$ cat config.mk
export PLATFORM = sky130hd
export DESIGN_NAME = uart_tx_serializer
export DESIGN_NICKNAME = d
export VERILOG_FILES = /design/src/rtl/uart_tx_serializer.sv
export SDC_FILE = /design/constraint.sdc
export NUM_CORES = 1
export LEC_CHECK = 0
export CAP_MARGIN = 40
export CORE_MARGIN = 2
export CORE_UTILIZATION = 29
export CTS_BUF_LIST = sky130_fd_sc_hd__clkbuf_8
export CTS_CLUSTER_DIAMETER = 200
export CTS_CLUSTER_SIZE = 12
export DETAILED_ROUTE_END_ITERATION = 16
export GPL_ROUTABILITY_DRIVEN = 0
export GPL_TIMING_DRIVEN = 0
export MAX_ROUTING_LAYER = met4
export PLACE_DENSITY = 0.52
export SKIP_LAST_GASP = 1
export SYNTH_ARGS = -nofsm -noshare
export SYNTH_HDL_FRONTEND = slang
export SYNTH_SLANG_ARGS = --single-unit
$ cat constraint.sdc
create_clock -name clk50MHz -period 2.7 [get_ports clk50MHz]
set_input_delay 0.81 -clock clk50MHz [delete_from_list [all_inputs] [get_ports clk50MHz]]
set_output_delay 0.81 -clock clk50MHz [all_outputs]
set_load 0.02 [all_outputs]
$ cat src/rtl/uart_tx_serializer.sv
// 8E2 UART transmitter: start, 8 data bits LSB first, even parity, two stops.
// Define UART_TX_FIFO_EN for an input FIFO that allows back-to-back frames.
module uart_tx_serializer #(
  parameter int INPUT_CLOCK = 50000000,
  parameter int UART_BAUD   = 9600
`ifdef UART_TX_FIFO_EN
  ,
  parameter int FIFO_DEPTH  = 4
`endif
) (
  input  logic       clk50MHz,
  input  logic       rst,
  input  logic [7:0] data_in,
  input  logic       data_valid,
  output logic       data_ready,
  output logic       tx,
  output logic       busy
);

  localparam int CBB = INPUT_CLOCK / UART_BAUD;
  localparam int CW  = $clog2(CBB + 1);

  typedef enum logic [2:0] {
    IDLE, START, DATA, PARITY, STOP1, STOP2
  } state_t;

  state_t        state, state_n;
  logic [CW-1:0] cnt, cnt_n;
  logic [2:0]    idx, idx_n;
  logic [7:0]    data_r, data_n;
  logic          tx_n;
  logic          bit_done;
  logic          load;
  logic [7:0]    load_data;

  assign bit_done = (cnt == CW'(CBB - 1));

`ifdef UART_TX_FIFO_EN
  localparam int AW = $clog2(FIFO_DEPTH);

  logic [7:0]  mem [FIFO_DEPTH];
  logic [AW-1:0] wptr, rptr;
  logic [AW:0]   count;
  logic          full, empty, push, pop;

  assign full       = (count == (AW+1)'(FIFO_DEPTH));
  assign empty      = (count == '0);
  assign data_ready = !full && !rst;
  assign push       = data_valid && data_ready;
  // Popping at the end of STOP2 chains frames with no idle bit.
  assign pop        = !empty &&
                      ((state == IDLE) ||
                       ((state == STOP2) && bit_done));
  assign load       = pop;
  assign load_data  = mem[rptr];

  always_ff @(posedge clk50MHz) begin
    if (push) mem[wptr] <= data_in;
  end

  always_ff @(posedge clk50MHz or posedge rst) begin
    if (rst) begin
      wptr  <= '0;
      rptr  <= '0;
      count <= '0;
    end else begin
      if (push) wptr <= wptr + 1'b1;
      if (pop)  rptr <= rptr + 1'b1;
      unique case ({push, pop})
        2'b10:   count <= count + 1'b1;
        2'b01:   count <= count - 1'b1;
        default: count <= count;
      endcase
    end
  end
`else
  assign data_ready = (state == IDLE) && !rst;
  assign load       = data_valid && data_ready;
  assign load_data  = data_in;
`endif

  always_ff @(posedge clk50MHz or posedge rst) begin
    if (rst) begin
      state  <= IDLE;
      cnt    <= '0;
      idx    <= '0;
      data_r <= '0;
      tx     <= 1'b1;
    end else begin
      state  <= state_n;
      cnt    <= cnt_n;
      idx    <= idx_n;
      data_r <= data_n;
      tx     <= tx_n;
    end
  end

  always_comb begin
    state_n = state;
    idx_n   = idx;
    data_n  = data_r;
    cnt_n   = '0;
    unique case (state)
      IDLE: begin
        if (load) begin
          state_n = START;
          data_n  = load_data;
        end
      end
      START: begin
        if (bit_done) begin
          state_n = DATA;
          idx_n   = '0;
        end
      end
      DATA: begin
        if (bit_done) begin
          if (idx == 3'd7) state_n = PARITY;
          else             idx_n   = idx + 1'b1;
        end
      end
      PARITY: if (bit_done) state_n = STOP1;
      STOP1:  if (bit_done) state_n = STOP2;
      STOP2: begin
        if (bit_done) begin
          if (load) begin
            state_n = START;
            data_n  = load_data;
          end else begin
            state_n = IDLE;
          end
        end
      end
      default: state_n = IDLE;
    endcase
    if ((state != IDLE) && !bit_done) cnt_n = cnt + 1'b1;
  end

  // tx is registered from the next state so it moves on the loading edge.
  always_comb begin
    tx_n = 1'b1;
    busy = (state != IDLE);
    unique case (state_n)
      START:   tx_n = 1'b0;
      DATA:    tx_n = data_n[idx_n];
      PARITY:  tx_n = ^data_n;
      default: tx_n = 1'b1;
    endcase
  end

endmodule

After elaboration in Yosys (flattened, before gate mapping) --
Cells that the tools add are included.
Word-level totals: memory bits (read-only) 0, register bits after elaboration 28, memories kept 0, latch bits 0, RAM bits 0, logic and storage cells 46, bits of input ports 11, output and inout port bits 3
Operators by class: div/mod/pow operators 0, equality and inequality tests 10, reduce and logical (&&, ||, !) cells 8, shift-type cells 0, $lt $le $gt $ge 1, muxes and demuxes 20, add/subtract/negate cells 2, multipliers 0, bitwise logic cells 0
Operator list (count):
- 2-to-1 mux 3 bit | 10
- one-hot mux 3 bit (6 select lines) | 1
- 2-to-1 mux 8 bit | 2
- one-hot mux 8 bit (2 select lines) | 1
- adder 13 x 1 -> 13 bit (second input constant) | 1
- equality test 13 bit (second input constant) | 1
- 2-to-1 mux 13 bit | 1
- equality test 3 x 2 -> 1 bit (second input constant) | 4
- equality test 3 bit (second input constant) | 3
- parity 8 bit | 1
- equality test 3 x 1 -> 1 bit (second input constant) | 2
- one-hot mux 3 bit (2 select lines) | 1
- < comparator 3 x 4 -> 1 bit (second input constant) | 1
- adder 3 x 1 -> 3 bit (second input constant) | 1
- binary-select mux 1 bit (select 3 bit) | 1
- logical AND 1 bit | 3
- zero test 3 bit | 1
- one-hot mux 1 bit (3 select lines) | 1
- nonzero test 3 bit | 1
- zero test 1 bit | 2
- 2-to-1 mux 1 bit | 2

Longest topological paths before layout --
Gate-level depths: netlist of the first run.
depth after elaboration 9, mapped depth 9, mapped depth without buffers 8

Worst setup path before layout of the first run --
OpenSTA, ideal clock, no wires.
path type in2reg, start point input port rst, end point register tx, path slack 530 ps, arrival time 2078 ps, path buffers 1, library setup time 92 ps, stages on the path 7, data required time 2608 ps, path through nor4_4 nand2_2 buf_6 a221oi_1 a311oi_1 a211oi_2 nand4_1
Between the ends: longest elaborated chain between the ends 9, elaborated cells between the ends (all ways) 17, those cells by class 3 x eq/ne; 10 x mux; 4 x reduce/logical
Ends and longest elaborated chain:
- start, declared | line 12 | input logic rst,
- zero test 1 bit (no line) (*)
- logical AND 1 bit (*) | line 77 | assign data_ready = (state == IDLE) && !rst;
- logical AND 1 bit (*) | line 78 | assign load = data_valid && data_ready;
- 2-to-1 mux 8 bit | line 105, 126
- 2-to-1 mux 8 bit | line 125 | if (bit_done) begin
- one-hot mux 8 bit (2 select lines) | line 103 | unique case (state)
- binary-select mux 1 bit (select 3 bit) | line 145 | DATA: tx_n = data_n[idx_n];
- 2-to-1 mux 1 bit (not written as such) | line 145
- one-hot mux 1 bit (3 select lines) (*) | line 143 | unique case (state_n)
- named net tx_n | line 31 | logic tx_n;
- end signal, assigned | line 94 | tx <= tx_n;
- end, declared | line 16 | output logic tx,
Mark *: on every way through the listed nets, which the timed path passes. The rest lies on a longest branch. The select of a mux whose other input is x is not followed.

Final worst setup path of the first run --
start point register state[1], end point output port busy
Between the ends: longest elaborated chain between the ends 1
Ends and longest elaborated chain:
- start, declared | line 27 | state_t state, state_n;
- start signal, assigned | line 90 | state <= state_n;
- nonzero test 3 bit | line 142 | busy = (state != IDLE);
- end, declared | line 17 | output logic busy
No other way between the ends.

==> results of run 1 <==
==> synth_stat cells (2+ instances only) <==
cell,count,area [sq um]
inv_1,6,22.52
a21oi_1,4,20.02
o2111ai_1,2,17.52
a21o_1,2,15.01
o21ai_0,4,20.02
and2_1,4,25.02
clkbuf_1,3,11.26
xnor2_1,9,78.83
dfrtp_1,27,675.7
nand2_1,12,45.04
buf_2,2,10.01
xor2_1,11,96.34
mux2_2,4,45.04
nand3b_1,6,45.04
a221oi_1,4,35.03
nand3_1,12,60.06
mux2_4,3,45.04
ha_1,2,25.02
nand4_1,3,18.77
and3_1,5,31.28
buf_6,2,22.52
nor2_1,18,67.56
a31oi_1,2,12.51
==> cell families (layout without fill, tap and decap cells) <==
group | count (synthesis) | after routing
compound gates | 28 | 28
mux | 8 | 8
simple gates | 68 | 68
fa+ha+maj | 2 | 2
buf+inv | 14 | 33
xor+xnor | 20 | 20
flops | 28 | 28
==> per-layer routing <==
| metal | global-route usage (%) | up-vias | part of all wire [%] |
|---|---|---|---|
| li1 | - | 638 | - |
| met1 | 16.20 | 625 | 51 |
| met2 | 17.42 | 12 | 45 |
| met3 | 1.798 | 5 | 2.0 |
| met4 | 4.576 | 0 | 1.7 |
| met5 | - | - | 0 |
==> how the worst max path moves through the flow <==
stage	startpoint	endpoint	slack, ps	cells past startpoint
3_5_place_dp	rst	data_ready	-310	3
4_1_cts	state[1]	busy	10	3
3_3_place_gp	rst	data_ready	-310	3
6_report	state[1]	busy	350	3
2_1_floorplan	rst	tx	530	7
5_1_grt	cnt[0]	tx	260	8
==> critical path: cells and delay by family (launching register included) <==
family	cells	cell delay (ps)
flops	1	480
buf+inv	2	420
simple gates	1	370
==> sequential cells by signal, indices dropped and copies added (netlist names) <==
register  flops
cnt          13
data_r        8
idx           3
state         3
tx            1
==> metrics by stage <==
step | power [mW] | util (%) | instance area [sq um] | instances | worst slack [ps]
2_1_floorplan | 0.8478 | - | 1689 | 168 | 530.4
3_3_place_gp | 0.9521 | 34.25 | 1909 | 253 | -311.3
3_5_place_dp | 0.9573 | 34.75 | 1937 | 254 | -312.0
4_1_cts | 1.197 | 35.58 | 1983 | 258 | 9.768
5_1_grt | 1.267 | 35.74 | 1992 | 259 | 263.7
6_report | 1.177 | 35.74 | 1992 | 259 | 352.6
==> power groups by stage <==
| stage | Sequential (mW) | Clock, mW | Combinational, mW |
|---|---|---|---|
| after global routing | 0.572 | 0.260 | 0.435 |
| after floorplan | 0.556 | 0 | 0.292 |
| after detailed placement | 0.569 | 0 | 0.388 |
| after global placement | 0.569 | 0 | 0.383 |
| after CTS | 0.561 | 0.244 | 0.392 |
| final | 0.560 | 0.231 | 0.386 |
==> repair_timing <==
item                                    4_1_cts  5_1_grt
gates resized for setup                       3        4
setup buffers                                 0        1
endpoints found under the setup margin        1        2
gates cloned                                  0        0
pin swaps                                     0        1
==> layout make-up <==
type / count / share of cell area, %
clock inverters: 1 / 0.1884
clock buffers: 3 / 2.073
repair buffers: 15 / 8.417
plain buffers: 8 / 2.575
multi-input cells: 126 / 45.85
flip-flops and latches: 28 / 35.24
well taps: 72 / 4.523
inverters: 6 / 1.131
==> reports/qor.csv, run 1 <==
stage,metric,value,unit
run_status,status,"complete, no violations",
timing,period_share,86.94,%
pwr,swShare,32.33,%
synth,synth_cell_types,44,
synth,syn_area_per_cell,10.05,sq um
detailed_routing,initialDrtViolationCount,75,
timing,rsz0062_at_grt,no,
worst_setup_path,regToRegEndpoint,tx,
cells_and_area,num_antenna_cells,0,
timing,fin_tns_setup,0,ps
worst_setup_path,crit_path_start_kind,flop,
floorplanning,core,5574,sq um
worst_setup_path,critPathKind,reg -> out,
detailed_routing,wl_per_cell,13.54,um
worst_setup_path,max_stage_delay,480,ps
worst_setup_path,cp.required,1890,ps
global_route,antenna_found_initial,0,
synth,yosysWarnings,0,
pwr,share_clk_of_total_power,19.6,%
synth,synthSimpleGateAreaFrac,23.48,%
timing,finalClockSkew,3.834,ps
cts,clkSinkCount,28,
timing,fin_crit,2347,ps
floorplanning,io_pins,14,
timing,tightest_slew,629.2,ps
place,dp_hpwl,2573,um
global_route,grt_pass1_wl,5816,um
place,portBuffers,13,
hold_path,whs_path_depth,1,
cts,clock_path_buffers,2,
hold_path,whs_endpoint,cnt[0],
synth,yosys_register_bits,28,
global_route,grt_use_total,11.78,%
timing,finalHoldViolations,0,
cts,insertion_delay,280,ps
synth,synth-compound-area-share,12.81,%
worst_setup_path,critPathArrivalTime,1540,ps
synth,synth_fa_ha_area_share,1.481,%
cells_and_area,synthToLayoutAreaGrowth,17.93,%
cells_and_area,drive_gt1_share,14.44,%
cts,clockRootBuffer,clkbuf_8,
worst_setup_path,r2r_start,cnt[0],
timing,timing.hold.ws,527.7,ps
hold_path,min_from,cnt[0],
floorplanning,chipHeight,80.32,um
cells_and_area,fillers,588,
job,max_cap_viol_count,0,
pwr,seq_power_share,47.6,%
cells_and_area,final-seq-area,701.9,sq um
cts,cts-buffers-inserted,3,
synth,synthArstFlopShare,100.0,%
detailed_routing,dr.pass1.iters,4,
synth,syn_inst,168,
cts,cts_tree,done,
synth,synth-main-ff-cell,dfrtp_1,
timing,drv_slew,0,
cells_and_area,mostFrequentLayoutCell,dfrtp_1,
global_route,first_global_vias,1205,
cells_and_area,multiInputGateArea,913.4,sq um
timing,setup_viol,0,
detailed_routing,wirelength,3506,um
synth,syn-num-nets,181,
pwr,power_density,590.9,nW/um^2
pwr,leakage,0.8536,nW
worst_setup_path,r2r_setup_slack,430,ps
synth,synthMuxAreaShare,5.926,%
worst_setup_path,cp_max_fo,6,
detailed_routing,drc,0,
pwr,switching_power,0.3806,mW
synth,synth-edff-count,0,
cts,cts_hold_buf,0,
pwr,p_int,0.7964,mW
detailed_routing,final_antenna_net_count,0,
cts,h-tree-depth,1,
pwr,ir_drop,0.3097,mV
floorplanning,num_rows,27,
pwr,comb_power_share,32.8,%
hold_path,hp-class,reg -> reg,
worst_setup_path,r2r_cells,8,
global_route,grt_start_max_net_pins,16,
synth,synth_xor_area_share,10.37,%
synth,synth_seq_area_share,41.56,%
timing,max_freq,426.0,MHz
cells_and_area,nets,201,
worst_setup_path,path_cells,or3_1 -> clkbuf_1 -> dlymetal6s2s_1,
detailed_routing,viasPerCell,4.942,
timing,slew_headroom,58.00,%
cells_and_area,final_cell_mix,"27 x dfrtp_1, 18 x nor2_1, 12 x nand3_1, 12 x nand2_1, 11 x xor2_1",
floorplanning,die_x,80.32,um
floorplanning,initial_core_util,30.30,%
synth,synth_top_family_by_area,simple AND/OR/NAND/NOR gates,
worst_setup_path,endpoint_kind,output pin,
global_route,grt_overflow,0,
worst_setup_path,critPathSlowestCell,dfrtp_1,
synth,synth_area,1689,sq um
floorplanning,die_area,6451,sq um
cts,path_clk_slew,90,ps
detailed_routing,vias,1280,
Note: power is estimated with default switching activity, not from simulation.
==> run 2: changes to the inputs <==
--- a/config.mk
+++ b/config.mk
@@ -9,7 +9,6 @@
 export CORE_MARGIN = 2
 export CORE_UTILIZATION = 29
 export CTS_BUF_LIST = sky130_fd_sc_hd__clkbuf_8
-export CTS_CLUSTER_DIAMETER = 200
 export CTS_CLUSTER_SIZE = 12
 export DETAILED_ROUTE_END_ITERATION = 16
 export GPL_ROUTABILITY_DRIVEN = 0
==> results of run 2 <==
The final DEF is identical to that of run 1; final timing and power are the same.
